<file path="config.mk">
export PLATFORM = sky130hd
export DESIGN_NAME = brc_seq
export DESIGN_NICKNAME = d
export VERILOG_FILES = /design/src/rtl/brc_seq.sv
export SDC_FILE = /design/constraint.sdc
export NUM_CORES = 1
export LEC_CHECK = 0
export CORE_MARGIN = 10
export CORE_UTILIZATION = 35
export CTS_CLUSTER_SIZE = 30
export DETAILED_ROUTE_END_ITERATION = 10
export PLACE_DENSITY = 0.61
export SKIP_LAST_GASP = 1
export SLEW_MARGIN = 10
export SYNTH_ARGS = -nofsm -noshare
export SYNTH_HDL_FRONTEND = slang
export SYNTH_SLANG_ARGS = --single-unit
</file>
<file path="constraint.sdc">
create_clock -name i_clk -period 2.88 [get_ports i_clk]
set_clock_uncertainty 0.2 [all_clocks]
set_input_delay 0.288 -clock i_clk [delete_from_list [all_inputs] [get_ports i_clk]]
set_output_delay 0.288 -clock i_clk [all_outputs]
set_load 0.05 [all_outputs]
</file>
<file path="src/rtl/brc_seq.sv">
// brc_seq: multi-cycle branch comparator.
//
// Compares operand A (rs1) against operand B (rs2, or the extended immediate
// when i_slti_sel = 1) MSB-first, CHUNK_W bits per clock. Signed compares are
// turned into unsigned ones by flipping the sign bit of both operands at accept
// time.
//
// Ports:
//   i_clk, i_rst_n          clock (rising edge), asynchronous active-low reset
//   i_valid / o_ready       request handshake (o_ready high only in idle)
//   i_rs1_data, i_rs2_data  operands A and B
//   i_imm, i_slti_sel       immediate and B-select (1: B = i_imm)
//   i_br_un                 1: unsigned compare, 0: signed compare
//   i_funct3                branch type used for o_taken
//   o_valid / i_ready       result handshake; results held while i_ready = 0
//   o_br_less, o_br_equal   A < B, A == B (registered, 0 when o_valid = 0)
//   o_taken                 funct3-decoded branch-taken flag
//
// Optional feature macro: BRC_SEQ_EARLY_EXIT_EN
//   Defined: finish as soon as the first differing chunk is found.
//   Undefined: always NCHUNK compare cycles.

module brc_seq #(
  parameter int unsigned XLEN    = 32,
  parameter int unsigned CHUNK_W = 8
) (
  input  logic            i_clk,
  input  logic            i_rst_n,
  input  logic            i_valid,
  output logic            o_ready,
  input  logic [XLEN-1:0] i_rs1_data,
  input  logic [XLEN-1:0] i_rs2_data,
  input  logic [XLEN-1:0] i_imm,
  input  logic            i_slti_sel,
  input  logic            i_br_un,
  input  logic [2:0]      i_funct3,
  output logic            o_valid,
  input  logic            i_ready,
  output logic            o_br_less,
  output logic            o_br_equal,
  output logic            o_taken
);

  localparam int unsigned NCHUNK = XLEN / CHUNK_W;
  localparam int unsigned CntW   = (NCHUNK > 1) ? $clog2(NCHUNK) : 1;
  localparam logic [CntW-1:0] LastCnt = CntW'(NCHUNK - 1);

  if ((CHUNK_W == 0) || (XLEN % CHUNK_W != 0)) begin : g_bad_chunk
    $error("brc_seq: CHUNK_W must divide XLEN");
  end

  typedef enum logic [1:0] {StIdle, StBusy, StDone} state_e;

  state_e            state_q, state_d;
  logic [XLEN-1:0]   a_q, a_d;
  logic [XLEN-1:0]   b_q, b_d;
  logic [2:0]        funct3_q, funct3_d;
  logic [CntW-1:0]   cnt_q, cnt_d;
  logic              diff_q, diff_d;
  logic              less_q, less_d;
  logic              valid_q, valid_d;
  logic              br_less_q, br_less_d;
  logic              br_equal_q, br_equal_d;
  logic              taken_q, taken_d;

  // Operands shift left one chunk per cycle, so the chunk under compare is
  // always the top CHUNK_W bits.
  logic [CHUNK_W-1:0] chunk_a, chunk_b;
  logic               hit, diff_nxt, less_nxt, done_now;

  assign chunk_a  = a_q[XLEN-1 -: CHUNK_W];
  assign chunk_b  = b_q[XLEN-1 -: CHUNK_W];
  assign hit      = ~diff_q & (chunk_a != chunk_b);
  assign diff_nxt = diff_q | hit;
  assign less_nxt = hit ? (chunk_a < chunk_b) : less_q;

`ifdef BRC_SEQ_EARLY_EXIT_EN
  assign done_now = (cnt_q == LastCnt) | hit;
`else
  assign done_now = (cnt_q == LastCnt);
`endif

  function automatic logic taken_decode(input logic [2:0] f3, input logic eq,
                                        input logic lt);
    case (f3)
      3'b000:         taken_decode = eq;
      3'b001:         taken_decode = ~eq;
      3'b100, 3'b110: taken_decode = lt;
      3'b101, 3'b111: taken_decode = ~lt;
      default:        taken_decode = 1'b0;
    endcase
  endfunction

  always_comb begin
    state_d    = state_q;
    a_d        = a_q;
    b_d        = b_q;
    funct3_d   = funct3_q;
    cnt_d      = cnt_q;
    diff_d     = diff_q;
    less_d     = less_q;
    valid_d    = valid_q;
    br_less_d  = br_less_q;
    br_equal_d = br_equal_q;
    taken_d    = taken_q;

    unique case (state_q)
      StIdle: begin
        if (i_valid) begin
          a_d      = i_rs1_data;
          b_d      = i_slti_sel ? i_imm : i_rs2_data;
          // Flipping both sign bits maps signed order onto unsigned order.
          if (!i_br_un) begin
            a_d[XLEN-1] = ~i_rs1_data[XLEN-1];
            b_d[XLEN-1] = ~b_d[XLEN-1];
          end
          funct3_d = i_funct3;
          cnt_d    = '0;
          diff_d   = 1'b0;
          less_d   = 1'b0;
          state_d  = StBusy;
        end
      end
      StBusy: begin
        a_d    = a_q << CHUNK_W;
        b_d    = b_q << CHUNK_W;
        diff_d = diff_nxt;
        less_d = less_nxt;
        if (done_now) begin
          state_d    = StDone;
          valid_d    = 1'b1;
          br_equal_d = ~diff_nxt;
          br_less_d  = diff_nxt & less_nxt;
          taken_d    = taken_decode(funct3_q, ~diff_nxt, diff_nxt & less_nxt);
        end else begin
          cnt_d = cnt_q + 1'b1;
        end
      end
      StDone: begin
        if (i_ready) begin
          state_d    = StIdle;
          valid_d    = 1'b0;
          br_less_d  = 1'b0;
          br_equal_d = 1'b0;
          taken_d    = 1'b0;
        end
      end
      default: state_d = StIdle;
    endcase
  end

  always_ff @(posedge i_clk or negedge i_rst_n) begin
    if (!i_rst_n) begin
      state_q    <= StIdle;
      a_q        <= '0;
      b_q        <= '0;
      funct3_q   <= '0;
      cnt_q      <= '0;
      diff_q     <= 1'b0;
      less_q     <= 1'b0;
      valid_q    <= 1'b0;
      br_less_q  <= 1'b0;
      br_equal_q <= 1'b0;
      taken_q    <= 1'b0;
    end else begin
      state_q    <= state_d;
      a_q        <= a_d;
      b_q        <= b_d;
      funct3_q   <= funct3_d;
      cnt_q      <= cnt_d;
      diff_q     <= diff_d;
      less_q     <= less_d;
      valid_q    <= valid_d;
      br_less_q  <= br_less_d;
      br_equal_q <= br_equal_d;
      taken_q    <= taken_d;
    end
  end

  assign o_ready    = (state_q == StIdle);
  assign o_valid    = valid_q;
  assign o_br_less  = br_less_q;
  assign o_br_equal = br_equal_q;
  assign o_taken    = taken_q;

endmodule

</file>
# ---- Yosys cells after proc, flatten, opt, wreduce, memory -nomap -nowiden
# Cells that the tools add are included.
# W data, S select, Z words.
dict set report op_classes {
  n_addsub 1
  magnitude_cmp 1
  n_eq_ne 13
  mux 28
  bitwise 8
  n_reduce_logical 11
}
# operator count
set ops {}
lappend ops {{$pmux W32 S2} 2}
lappend ops {{$mux W32} 3}
lappend ops {{$eq A3 B3 Y1 const B} 4}
lappend ops {{$pmux W1 S2} 6}
lappend ops {{$mux W2} 5}
lappend ops {{$mux W1} 9}
lappend ops {{$reduce_and A3 Y1} 3}
lappend ops {{$lt A8 B8 Y1} 1}
lappend ops {{$ne A2 B2 Y1 const B} 4}
lappend ops {{$ne A8 B8 Y1} 1}
lappend ops {{$pmux W2 S3} 1}
lappend ops {{$not A1 Y1} 5}
lappend ops {{$eq A2 B2 Y1 const B} 2}
lappend ops {{$pmux W1 S4} 1}
lappend ops {{$pmux W2 S2} 1}
lappend ops {{$reduce_and A2 Y1} 2}
lappend ops {{$reduce_bool A2 Y1} 2}
lappend ops {{$reduce_or A2 Y1} 2}
lappend ops {{$eq A3 B1 Y1 const B} 1}
lappend ops {{$logic_not A3 Y1} 1}
lappend ops {{$add A2 B1 Y2 const B} 1}
lappend ops {{$and A1 B1 Y1} 2}
lappend ops {{$eq A2 B1 Y1 const B} 1}
lappend ops {{$logic_not A2 Y1} 1}
lappend ops {{$or A1 B1 Y1} 1}
dict set report word_totals {
  ff_bits 77
  input_bits 105
  output_inout_bits 5
  wordCells 73
}

# ---- Depth between registers and ports, before layout
# Gate-level depths: netlist (run 1).
dict set report depth {
  depth_word 8
  ltp_mapped 8
  depth_no_buf 7
}

# ---- Least setup slack after synthesis (run 1)
# Ideal clock, no wire load.
dict set report synth_path {
  kind {reg-to-reg}
  startpoint {reg state_q[0]}
  endpoint {reg a_q[31]}
  setup_ns 0.126
  t_arrival_ns 2.062
  t_required_ns 2.554
  slack_ns 0.492
  stages_incl_launch_ff 7
  path_buffers 2
  synth_period_minus_slack_ns 2.388
  cell_sequence {dfrtp_1 nor2_1 and2_1 clkbuf_1 nor2_1 buf_2 a221o_1}
}
dict set report synth_via {
  elab_chain_len 3
  elab_cells_between_ends 6
  cone_classes {2 x eq/ne; 1 x mux; 3 x reduce/logical}
}
# item line_no
set synth_rtl {}
lappend synth_rtl {{start, declared} 54} ;# state_e state_q, state_d;
lappend synth_rtl {{start signal, assigned} 154} ;# state_q <= StIdle;
lappend synth_rtl {{start signal, assigned} 166} ;# state_q <= state_d;
lappend synth_rtl {{$logic_not A2 Y1 (*)} -}
lappend synth_rtl {{via o_ready} 30} ;# output logic o_ready,
lappend synth_rtl {{$ne A2 B2 Y1 (no line) / $reduce_bool A2 Y1 (equally long branches)} -}
lappend synth_rtl {{$reduce_and A2 Y1 (no line)} -}
lappend synth_rtl {{end signal, assigned} 155} ;# a_q <= '0;
lappend synth_rtl {{end signal, assigned} 167} ;# a_q <= a_d;
lappend synth_rtl {{end, declared} 55} ;# logic [XLEN-1:0] a_q, a_d;
# Mark *: on every way through the listed nets, which the timed path passes. The rest lies on a longest branch.
# A chain may end at the register's enable or synchronous reset.

# ---- Final worst setup path (run 1)
dict set report layout_path {
  startpoint {reg state_q[0]}
  endpoint {out o_ready}
}
dict set report layout_via {
  elab_chain_len 1
}
# item line_no
set layout_rtl {}
lappend layout_rtl {{$logic_not A2 Y1} 180} ;# assign o_ready = (state_q == StIdle);
lappend layout_rtl {{end, declared} 30}
# Every way passes these cells.

==> impl_metrics.toml, run 1 <==
[run_status]
status = "finished clean"

[sta]
max_freq_ghz = 0.418
grt_setup_unrepaired = "false"
setup_viol = 0
tns_ps = 0
whs_ps = 258
hold_viol = 0
period_minus_slack_ps = 2390
tightest_slew_ps = 1050
drv_slew = 0
finalCritPeriodShare = 0.830
slew_headroom = 0.299

[drt]
first_pass_iters = 4
routedWlPerCell_um = 16.5
viasPerCell = 5.04
first_iter_violations = 189
ant_nets = 0
dr_total_vias = 3138
wl_um = 10300
route.detailed.drc = 0

[pwr]
p_total_mw = 5.12
cellLeakagePower_nw = 2.32
ir_worst_vdd_uv = 472
p_per_area_nw_per_um2 = 986

[synthesis]
syn_nets = 495
synth_cells = 381
syn_area_per_cell_um2 = 9.83
synth_area_leader_cell = "dfrtp_1"
synthTopCellsByArea = "dfrtp_1 51%, mux2i_1 8.6%, nand2_1 5.8%, nor2_1 5.3%, a221o_1 4.8%"
synthSimpleGateAreaFrac = 0.158
yosysWarnings = 0
synth_top_area_frac = 0.515
syn_area_um2 = 3740
synth_cell_types = 39
synth-xor-area-share = 0.00468
synth_compound_area_frac = 0.162
synth_top_family_by_area = "compound AO/OA/AOI/OAI gates"
yosysSeqAreaShare = 0.515
ys_ff_latch = 77
muxShareOfSynthArea = 0.0885
synthAdderAreaFrac = 0.0301

[critical_path]
critPathKind = "flip-flop to output pin"
max_stage_delay_ps = 850
crit_chain = "nor2_1 > clkdlybuf4s50_1"
crit_required_ps = 2390
cp_top_family = "buffers and inverters"
cp_num_buf_inv = 1
critPathMaxFanout = 8
worst_path_max_delay_cell = "clkdlybuf4s50_1"
reg2reg_depth = 6
crit-reg2reg-launch = "a_q[30]"
start_kind = "flip-flop"
r2r_slack_ps = 620
reg2reg_to = "o_taken"
end_kind = "output pin"
cp.arrival_ps = 1900

[global_route]
gr-usage-all-layers = 0.135
grt_pass1_wl_um = 16300
grt_max_degree = 78
grt_pass1_vias = 3287
overflow = 0
antenna_found_initial = 0

[clock_tree]
clock_path_buffers = 2
clk_pin_slew_ps = 80
clock_latency_ps = 350
clockRootBuffer = "clkbuf_8"
ctsResizeCount = 0
cts.sinks = 77
cts_buffers = 9
htreeDepth = 3
cts_tree = "done"

[placed_design]
io_buffers = 109
dp_hpwl_um = 7800
dpl.cell_count = 606
place.gp.congestion = 0.798

[finish]
final_nets = 596
area.growth.synth_to_final_pct = 38.6
final_cells = 623
mostFrequentLayoutCells = "107 x clkdlybuf4s50_1, 77 x dfrtp_1, 57 x nand2_1"
drive_above_1_share = 0.0657
antenna_cells = 0
final_common_cell = "clkdlybuf4s50_1"
finish.utilization = 0.501

[floorplan]
die_w_um = 123
dieHeight_um = 123
die-area_um2 = 15200
ios = 110
num_rows = 37
start_util = 0.361
core_um2 = 10400

[min_path]
hp-start = "i_funct3[0]"
min_path_type = "input pin to flip-flop"
holdPathStages = 3
hold_end = "funct3_q[0]"

[run]
cap_violations = 0
worst max-delay path by stage:
stage	from	end	cells past startpoint
global placement	i_valid	a_q[23]	6
detailed placement	i_valid	a_q[23]	6
global route	state_q[0]	o_ready	2
CTS	state_q[0]	o_ready	2
floorplan	state_q[0]	a_q[31]	6
finish	state_q[0]	o_ready	2
report_power, final:
part | leakage, nW | internal [mW] | switching, mW
registers | 0.967 | 1.60 | 0.320
clock network | 0.121 | 0.599 | 0.383
logic | 1.23 | 0.955 | 1.26
metal layers:
| metal | part of all wire | vias to the layer above | global-route usage | routed length (µm) |
|---|---|---|---|---|
| met4 | 0.017 | 0 | 0.0575 | 171 |
| met3 | 0.044 | 10 | 0.0269 | 451 |
| li1 | - | 1561 | - | - |
| met1 | 0.41 | 1497 | 0.164 | 4220 |
| met2 | 0.53 | 70 | 0.227 | 5420 |
| met5 | 0 | - | 0 | 0 |
cell families (layout without fill, tap and decap cells):
group | Yosys count | after routing
AOI/OAI and AO/OA | 84 | 84
xor gates and xnor gates | 2 | 2
adders and majority gates | 9 | 9
buffers and inverters | 38 | 144
DFF | 77 | 77
muxes | 33 | 33
and+or+nand+nor | 138 | 138
what timing repair did:
action	4_1_cts	5_1_grt
buffers inserted	0	0
hold buffers	1	0
endpoints found under the hold margin	77	0
area by class of cell:
class	instances	area [µm²]
inverter	11	41.3
fill	978	5180
multi-input combinational	266	1670
sequential	77	1930
timing repair buffer	117	1150
tap	136	170
clock inverter	4	95.1
clock buffer	12	145
flip-flops by register name, indices dropped and copies added (netlist names):
register and count:
a_q 32, b_q 32, cnt_q 2, diff_q 1, funct3_q 3, less_q 1, o_br_equal 1, o_br_less 1
o_taken 1, o_valid 1, state_q 2
cells in the mapped netlist:
library cell,number
nand2_1,58
mux2_2,1
nand2_2,1
buf_1,4
nor2_1,53
o22ai_1,12
o211ai_1,2
clkbuf_1,15
and4_4,2
a22o_1,1
nor4_1,1
or4b_1,1
or2_2,1
and3b_1,1
dfrtp_1,77
o21ai_1,10
nor2b_1,2
nand2b_1,3
and2_1,1
a22oi_1,12
xnor2_1,1
a32o_1,1
a21oi_1,6
o221ai_1,7
mux2i_1,32
nor3_1,2
o21ai_0,12
a221o_1,18
o211ai_2,1
ha_1,9
a31oi_1,1
xor2_1,1
nand3_1,9
nand4_1,2
inv_1,11
nor4b_1,1
o31ai_1,1
buf_2,7
buf_6,1
worst reg2reg max path, delay by kind of cell (launching register included):
kind / cells / cell delay, ps
and+or+nand+nor: 3 / 920
adders and majority gates: 1 / 340
AOI/OAI and AO/OA: 2 / 330
DFF: 1 / 400
per-stage QoR:
stage,worst slack (ps),instance area [µm²]
2_1_floorplan,492,3740
3_3_place_gp,572,4940
3_5_place_dp,522,4940
4_1_cts,472,5190
5_1_grt,409,5190
6_report,489,5190
Note: power is estimated with default switching activity, not from simulation.
==> run 2: changes to the inputs <==
- clock period: 2.88 -> 2.3 ns (I/O delays scaled with it)
==> run 2 against run 1 <==
Design area up 1.5%. Sequential share of layout area shrank 0.55 points. Highest routed layer unchanged. Global-route usage increased by 0.16 points. Clock-buffer cell count down 1. Total power grew 27%. Flip-flop and latch count is the same. Sequential power up 24%. Register-to-register slack got worse by 530 ps. Critical path depth is 4 higher. Worst hold slack lost 70 ps.
==> impl_metrics.toml, run 2 (same netlist as run 1, synthesis figures left out) <==
[min_path]
hp-start = "i_funct3[1]"
hold_end = "funct3_q[1]"
min_path_type = "input pin to flip-flop"
holdPathStages = 3

[clock_tree]
clockRootBuffer = "clkbuf_8"
cts_tree = "done"
htreeDepth = 3
clock_path_buffers = 2
clock_latency_ps = 350
cts_buffers = 9
cts.sinks = 77
clk_pin_slew_ps = 80

[critical_path]
crit-reg2reg-launch = "a_q[31]"
end_kind = "flip-flop"
crit_required_ps = 2380
reg2reg_depth = 6
start_kind = "flip-flop"
cp.arrival_ps = 2300
worst_path_max_delay_cell = "or4b_1"
cp_top_family = "simple AND/OR/NAND/NOR gates"
r2r_slack_ps = 90
reg2reg_to = "o_taken"
critPathKind = "flip-flop to flip-flop"
max_stage_delay_ps = 470
critPathMaxFanout = 4
cp_num_buf_inv = 0
crit_chain = "ha_1 > and4_4 > and3b_1 > or4b_1 > a32o_1 > o211ai_2"

[pwr]
swShare = 0.384
pwr-share-comb = 0.433
cellLeakagePower_nw = 2.36
p_per_area_nw_per_um2 = 1230
seqPwrFrac = 0.368
power.internal_mw = 4.00
p_clk_frac = 0.199
power.switching_mw = 2.49
ir_worst_vdd_uv = 736

[run]
cap_violations = 0

[floorplan]
ios = 110
num_rows = 37
dieHeight_um = 123
die_w_um = 123
core_um2 = 10400
start_util = 0.361
die-area_um2 = 15200

[finish]
finish.utilization = 0.508
final_common_cell = "clkdlybuf4s50_1"
area.growth.synth_to_final_pct = 40.7
design_area_um2 = 5270
final.fill_count = 996
final_nets = 600
mostFrequentLayoutCells = "106 x clkdlybuf4s50_1, 77 x dfrtp_1, 57 x nand2_1"
drive_above_1_share = 0.0815
final_cells = 627
largestRegisters = "a_q (32), b_q (32), funct3_q (3)"
antenna_cells = 0

[drt]
first_pass_iters = 4
dr_total_vias = 3155
route.detailed.drc = 0
ant_nets = 0
routedWlPerCell_um = 16.5
wl_um = 10300
first_iter_violations = 210
viasPerCell = 5.03

[sta]
hold_viol = 0
tightest_slew_ps = 719
drv_slew = 0
max_freq_ghz = 0.452
finalCritPeriodShare = 0.963
slew_headroom = 0.521
grt_setup_unrepaired = "false"
setup_viol = 0
tns_ps = 0
period_minus_slack_ps = 2210

[placed_design]
place_area_um2 = 5000
io_buffers = 109
place.gp.congestion = 0.769
dpl.cell_count = 610
dp_hpwl_um = 7800

[global_route]
gr-usage-all-layers = 0.136
antenna_found_initial = 0
overflow = 0
grt_max_degree = 58
grt_pass1_vias = 3275
grt_pass1_wl_um = 16500

[run_status]
status = "finished clean"
==> run 2: area by class of cell <==
type | instances | area [µm²] | area share
flip-flops and latches | 77 | 1930 | 0.366
inverters | 11 | 41.3 | 0.00784
well taps | 136 | 170 | 0.0323
repair buffers | 121 | 1200 | 0.227
clock inverters | 5 | 106 | 0.0202
multi-input cells | 266 | 1670 | 0.318
clock buffers | 11 | 151 | 0.0287
==> run 2: repair_timing <==
action,in CTS,in global routing
setup endpoints to repair,0,27
resized for setup,0,1
setup buffers,0,0
hold buffers,1,0
hold endpoints to repair,55,0
==> run 2: how the worst max path moves through the flow <==
| stage | from | endpoint | slack (ps) | depth (start not counted) |
|---|---|---|---|---|
| 2_1_floorplan | a_q[30] | o_taken | 100 | 7 |
| 3_3_place_gp | i_valid | b_q[22] | 50 | 4 |
| 3_5_place_dp | i_valid | b_q[12] | 30 | 4 |
| 4_1_cts | b_q[27] | o_taken | 70 | 7 |
| 5_1_grt | b_q[27] | o_taken | 30 | 7 |
| 6_report | a_q[31] | o_taken | 90 | 6 |
==> run 2: metal layers <==
metal | global-route usage | part of all wire
met1 | 0.174 | 0.43
met2 | 0.225 | 0.51
met3 | 0.0346 | 0.043
met4 | 0.0371 | 0.0091
met5 | 0 | 0
==> run 2: worst reg2reg max path, cell delays in order, from the launching register on <==
cell and delay, ps:
dfrtp_1 410, ha_1 330, and4_4 200, and3b_1 180, or4b_1 470, a32o_1 280
o211ai_2 70
==> run 2: power by group through the flow <==
| stage | clock network, mW | registers, mW | logic, mW |
|---|---|---|---|
| 5_1_grt | 1.36 | 2.47 | 3.20 |
| 3_3_place_gp | 0 | 2.40 | 2.75 |
| 6_report | 1.29 | 2.39 | 2.81 |
| 4_1_cts | 1.31 | 2.39 | 2.84 |
| 2_1_floorplan | 0 | 2.38 | 1.98 |
| 3_5_place_dp | 0 | 2.42 | 2.83 |
==> run 2: metrics by stage <==
| stage | setup slack [ps] | hold slack (ps) | power [mW] |
|---|---|---|---|
| floorplan | 101 | -266 | 4.36 |
| global placement | 52.4 | 135 | 5.15 |
| detailed placement | 30.0 | 138 | 5.24 |
| CTS | 66.1 | 183 | 6.54 |
| global route | 27.6 | 191 | 7.04 |
| finish | 85.9 | 188 | 6.49 |
